===== config.mk =====
export PLATFORM = sky130hd
export DESIGN_NAME = pipeline_hazard_controller
export DESIGN_NICKNAME = d
export VERILOG_FILES = /design/src/rtl/hazard_pkg.sv /design/src/rtl/pipeline_hazard_controller_hz_sat_counter.sv /design/src/rtl/pipeline_hazard_controller.sv
export SDC_FILE = /design/constraint.sdc
export NUM_CORES = 1
export LEC_CHECK = 0
export CAP_MARGIN = 15
export CORE_UTILIZATION = 50
export CTS_CLUSTER_DIAMETER = 150
export DETAILED_ROUTE_END_ITERATION = 8
export GPL_ROUTABILITY_DRIVEN = 0
export GPL_TIMING_DRIVEN = 1
export PLACE_DENSITY = 0.86
export SETUP_SLACK_MARGIN = 0.3
export SLEW_MARGIN = 20
export SYNTH_ARGS = -nofsm -noshare
export SYNTH_HDL_FRONTEND = slang
export SYNTH_SLANG_ARGS = --single-unit

===== constraint.sdc =====
create_clock -name clk -period 4.9 [get_ports clk]
set_input_delay 0.98 -clock clk [delete_from_list [all_inputs] [get_ports clk]]
set_output_delay 0.98 -clock clk [all_outputs]
set_load 0.02 [all_outputs]

===== src/rtl/hazard_pkg.sv =====
// hazard_pkg: shared FSM state type and constants for the pipeline hazard controller
package hazard_pkg;
  typedef enum logic {RUN, WAIT} hz_state_t;
  localparam logic [31:0] NOP_INSTR = 32'h00000013;
  localparam logic [4:0]  REG_ZERO  = 5'd0;
endpackage


===== src/rtl/pipeline_hazard_controller_hz_sat_counter.sv =====
// hz_sat_counter: W-bit event counter that sticks at all-ones instead of wrapping
//  clk, reset (async, active-high), inc (count this cycle), count (current value)
module hz_sat_counter #(
  parameter int W = 16
) (
  input  logic         clk,
  input  logic         reset,
  input  logic         inc,
  output logic [W-1:0] count
);
  always_ff @(posedge clk or posedge reset)
    if (reset) count <= '0;
    else if (inc && !(&count)) count <= count + 1'b1;
endmodule


===== src/rtl/pipeline_hazard_controller.sv =====
// pipeline_hazard_controller: stall/flush/freeze control for a 5-stage pipeline
//  inputs : ID source regs/uses, EX load + rd, MEM redirect, data-memory req/ready
//  outputs: pc_stall, if_id_stall, if_id_flush, id_ex_flush, ex_mem_flush, pipe_freeze,
//           pc_redirect (combinational); mem_timeout, stall_count, flush_count (registered)
module pipeline_hazard_controller
  import hazard_pkg::*;
#(
  parameter int MEM_TIMEOUT = 64,
  parameter int CNT_W       = 16
) (
  input  logic             clk,
  input  logic             reset,
  input  logic [4:0]       id_rs1,
  input  logic [4:0]       id_rs2,
  input  logic             id_uses_rs1,
  input  logic             id_uses_rs2,
  input  logic             ex_mem_read,
  input  logic [4:0]       ex_rd,
  input  logic             mem_redirect,
  input  logic             dmem_req,
  input  logic             dmem_ready,
  output logic             pc_stall,
  output logic             if_id_stall,
  output logic             if_id_flush,
  output logic             id_ex_flush,
  output logic             ex_mem_flush,
  output logic             pipe_freeze,
  output logic             pc_redirect,
  output logic             mem_timeout,
  output logic [CNT_W-1:0] stall_count,
  output logic [CNT_W-1:0] flush_count
);
  localparam int WW = $clog2(MEM_TIMEOUT) + 1;
  hz_state_t state, state_nx;
  logic [WW-1:0] wait_cnt;
  logic load_use, mem_stall, lu_only;
  always_comb begin
    load_use = ex_mem_read && ex_rd != REG_ZERO &&
               ((id_uses_rs1 && id_rs1 == ex_rd) || (id_uses_rs2 && id_rs2 == ex_rd));
    mem_stall = dmem_req && !dmem_ready;
    pipe_freeze = !reset && mem_stall;
    pc_redirect = !reset && !mem_stall && mem_redirect;
    lu_only = !reset && !mem_stall && !mem_redirect && load_use;
    pc_stall = pipe_freeze || lu_only;
    if_id_stall = pipe_freeze || lu_only;
    if_id_flush = pc_redirect;
    id_ex_flush = pc_redirect || lu_only;
    ex_mem_flush = pc_redirect;
  end
  // An aborted access (dmem_req dropped) leaves WAIT just like a completed one.
  always_comb begin
    state_nx = state;
    state_nx = (state == RUN) ? (mem_stall ? WAIT : RUN)
                              : ((!dmem_req || dmem_ready) ? RUN : WAIT);
  end
  always_ff @(posedge clk or posedge reset)
    if (reset) state <= RUN;
    else state <= state_nx;
  // wait_cnt holds the number of stalled cycles already completed; it saturates
  // at MEM_TIMEOUT-1 since the sticky flag makes further counting pointless.
  always_ff @(posedge clk or posedge reset)
    if (reset) begin
      wait_cnt <= '0;
      mem_timeout <= 1'b0;
    end else begin
      wait_cnt <= (state_nx == WAIT)
                  ? ((wait_cnt == WW'(MEM_TIMEOUT - 1)) ? wait_cnt : wait_cnt + 1'b1)
                  : '0;
      if (mem_stall && wait_cnt == WW'(MEM_TIMEOUT - 1)) mem_timeout <= 1'b1;
    end
  hz_sat_counter #(.W(CNT_W)) u_stall_cnt (
    .clk  (clk),
    .reset(reset),
    .inc  (pc_stall),
    .count(stall_count)
  );
  hz_sat_counter #(.W(CNT_W)) u_flush_cnt (
    .clk  (clk),
    .reset(reset),
    .inc  (pc_redirect),
    .count(flush_count)
  );
endmodule


==> impl_metrics.json <==
{
  "worst_pin_slew_ns": 0.5184,
  "drtIter0Drc": 73,
  "grt_remaining_overflow": 0,
  "cts_tree": "yes",
  "drc": 0,
  "wirelength_mm": 4.548,
  "seq_power_share_pct": 46.5,
  "ctsHoldBuffers": 0,
  "critical-path-slowest-cell": "clkdlybuf4s50_1",
  "wl_per_cell_um": 14.17,
  "cts_buffers": 5,
  "antenna_found_initial": 0,
  "r2r_slack_ns": 2.93,
  "peakVddDrop_mv": 0.3509,
  "slew_viol_final": 0,
  "syn_inst": 204,
  "die_area_mm2": 0.004447,
  "synth.ff_latch_count": 40,
  "grt_max_degree": 43,
  "period_share_pct": 81.26,
  "worstHoldEndpoint": "mem_timeout",
  "post_cts_resized": 0,
  "cp_cell_sequence": "clkdlybuf4s50_1 -> xnor2_1 -> nand4_1 -> o22ai_1 -> a21oi_4 -> nor2_1 -> clkdlybuf4s50_1",
  "start_util_pct": 52.30,
  "yosys_most_used_dff": "dfrtp_1",
  "net-switching-power_uw": 304.7,
  "syn2layout_area_growth_pct": 36.18,
  "finalSetupTns_ns": 0,
  "die_w_um": 66.69,
  "worst_path_most_repeated_cell": "clkdlybuf4s50_1",
  "syn_avg_cell_area_um2": 10.25,
  "synth_nets": 230,
  "postLayoutCellArea_mm2": 0.002849,
  "clk_path_buf_depth": 2,
  "p_leak_uw": 0.001275,
  "finClkSkew_ns": 0.002658,
  "netlist_area_mm2": 0.002092,
  "swShare_pct": 32.85,
  "firstDrtPassIters": 4,
  "cts_root_buffer": "clkbuf_8",
  "fp-row-count": 23,
  "slew_headroom_pct": 65.31,
  "ant_nets": 0,
  "timing.rr.start": "u_flush_cnt.count[0]",
  "h-tree-depth": 2,
  "synth-edff-count": 0,
  "place_area_mm2": 0.002756,
  "critPathMaxStageDelay_ns": 0.64,
  "finalSetupViolCount": 0,
  "comb_power_share_pct": 29.3,
  "dieHeight_um": 66.69,
  "post-route-min-period_ns": 3.982,
  "worst-path-max-fanout": 3,
  "antennaDiodeCount": 0,
  "crit_family": "buffers and inverters",
  "clkSinkCount": 40,
  "cp.buffers_inverters": 2,
  "r2r_cells": 7,
  "synth_cell_types": 36,
  "layout-drive-gt1-share_pct": 6.273,
  "vias_per_cell": 5.315,
  "startpoint_type": "primary input",
  "hold_viol_final": 0,
  "grt_pass1_vias": 1618,
  "rsz0062_at_grt": "false",
  "via_count": 1706,
  "cts_setup_buffers": 0,
  "p_int_uw": 622.8,
  "synth_warnings": 0,
  "io_buffers": 62,
  "critPathKind": "primary input to output pin",
  "io_pins": 63,
  "cap_violations": 0,
  "total_power_uw": 927.5,
  "place.detailed.hpwl_mm": 3.336,
  "arrival_ns": 3.00,
  "core_mm2": 0.004000,
  "fin_nets": 296,
  "hold_start": "mem_timeout",
  "groute.usage.overall_pct": 22.71,
  "clockPowerShare_pct": 24.2,
  "hold-path-cell-count": 1,
  "power_density_mw_per_mm2": 325.6,
  "async_flop_share_pct": 100.0,
  "clk_latency_ns": 0.29,
  "clk_pin_slew_worst_paths_ns": 0.07,
  "grt_pass1_wl_mm": 7.507,
  "reg2reg_to": "u_flush_cnt.count[13]",
  "ys_seq_area_share_pct": 47.85,
  "end_kind": "output pin",
  "worstPathRequired_ns": 3.92,
  "hold_class": "flop to flop",
  "outcome": "complete, no violations",
  "clock.fmax_ghz": 0.2511
}
==> final cells by class <==
| type | count | area (um2) |
|---|---|---|
| clock buffer | 6 | 82.58 |
| clock inverter | 2 | 10.01 |
| fill | 317 | 1151 |
| inverter | 9 | 33.78 |
| multi-input combinational | 150 | 1023 |
| sequential | 40 | 1001 |
| tap | 50 | 62.56 |
| timing repair buffer | 64 | 635.6 |
==> worst max path at each step <==
stage,from,endpoint,slack [ns],depth (start not counted)
after global placement,ex_rd[1],if_id_stall,0.93,7
after global routing,ex_rd[0],if_id_stall,0.77,7
after detailed placement,ex_rd[1],pc_stall,0.93,7
after floorplan,reset,if_id_flush,1.36,3
after CTS,ex_rd[1],pc_stall,0.92,7
final,ex_rd[0],pc_stall,0.92,7
==> synthesized netlist by cell type (all sizes together), types with 3 or more instances <==
library cell	count	area [um2]
inv	9	33.78
and3	7	43.79
nor2b	3	18.77
nor2	16	62.56
a21oi	3	26.28
dfrtp	40	1001
buf	4	30.03
nand3	6	30.03
nand4	12	96.34
o21ai	3	15.01
xnor2	22	192.7
nand2	19	71.32
ha	3	37.54
nor4	6	37.54
xor2	20	175.2
nor3	12	60.06
==> power groups by stage <==
stage | Clock [uW] | Combinational [uW] | Sequential (uW)
3_3_place_gp | 0 | 266 | 435
2_1_floorplan | 0 | 92.2 | 479
4_1_cts | 231 | 273 | 431
5_1_grt | 246 | 294 | 439
6_report | 225 | 271 | 431
3_5_place_dp | 0 | 272 | 437
==> per-stage QoR <==
stage	hold slack [ns]	setup WS (ns)	cells	utilization, %
after global routing	0.4800	0.7695	321	71.22
after global placement	0.4371	0.9294	313	68.91
after floorplan	0.4774	1.362	204	-
final	0.4594	0.9182	321	71.22
after CTS	0.4644	0.9205	321	71.22
after detailed placement	0.4500	0.9268	313	68.91
==> cells in the final DEF, fill, tap and decap left out, types with 7 or more instances in the layout <==
cell | synthesis | layout
inv_1 | 9 | 9
nand4_1 | 10 | 10
dfrtp_1 | 40 | 40
nand2_1 | 19 | 19
clkdlybuf4s50_1 | 0 | 62
xnor2_1 | 22 | 22
and3_1 | 7 | 7
xor2_1 | 20 | 20
nor2_1 | 15 | 15
nor3_1 | 12 | 12
==> logic make-up after synthesis <==
| kind of cell | share of synthesized area [%] |
|---|---|
| compound gates | 3.888 |
| xor+xnor | 17.58 |
| fa+ha+maj | 1.794 |
| buf+inv | 3.229 |
| flops | 47.85 |
| mux | 2.033 |
| simple gates | 23.62 |
==> sequential cells by signal, summed over array words and instances, names as in the netlist <==
name	count
u_stall_cnt.count	16
wait_cnt	7
u_flush_cnt.count	16
mem_timeout	1
==> metal layers <==
layer,vias up,GRT usage (%),share of wire [%]
met5,-,0,0
met3,4,7.192,7.7
met2,60,35.73,46
li1,834,-,-
met1,808,29.25,45
met4,0,7.979,0.84
Power figures use the tool's default switching activity.
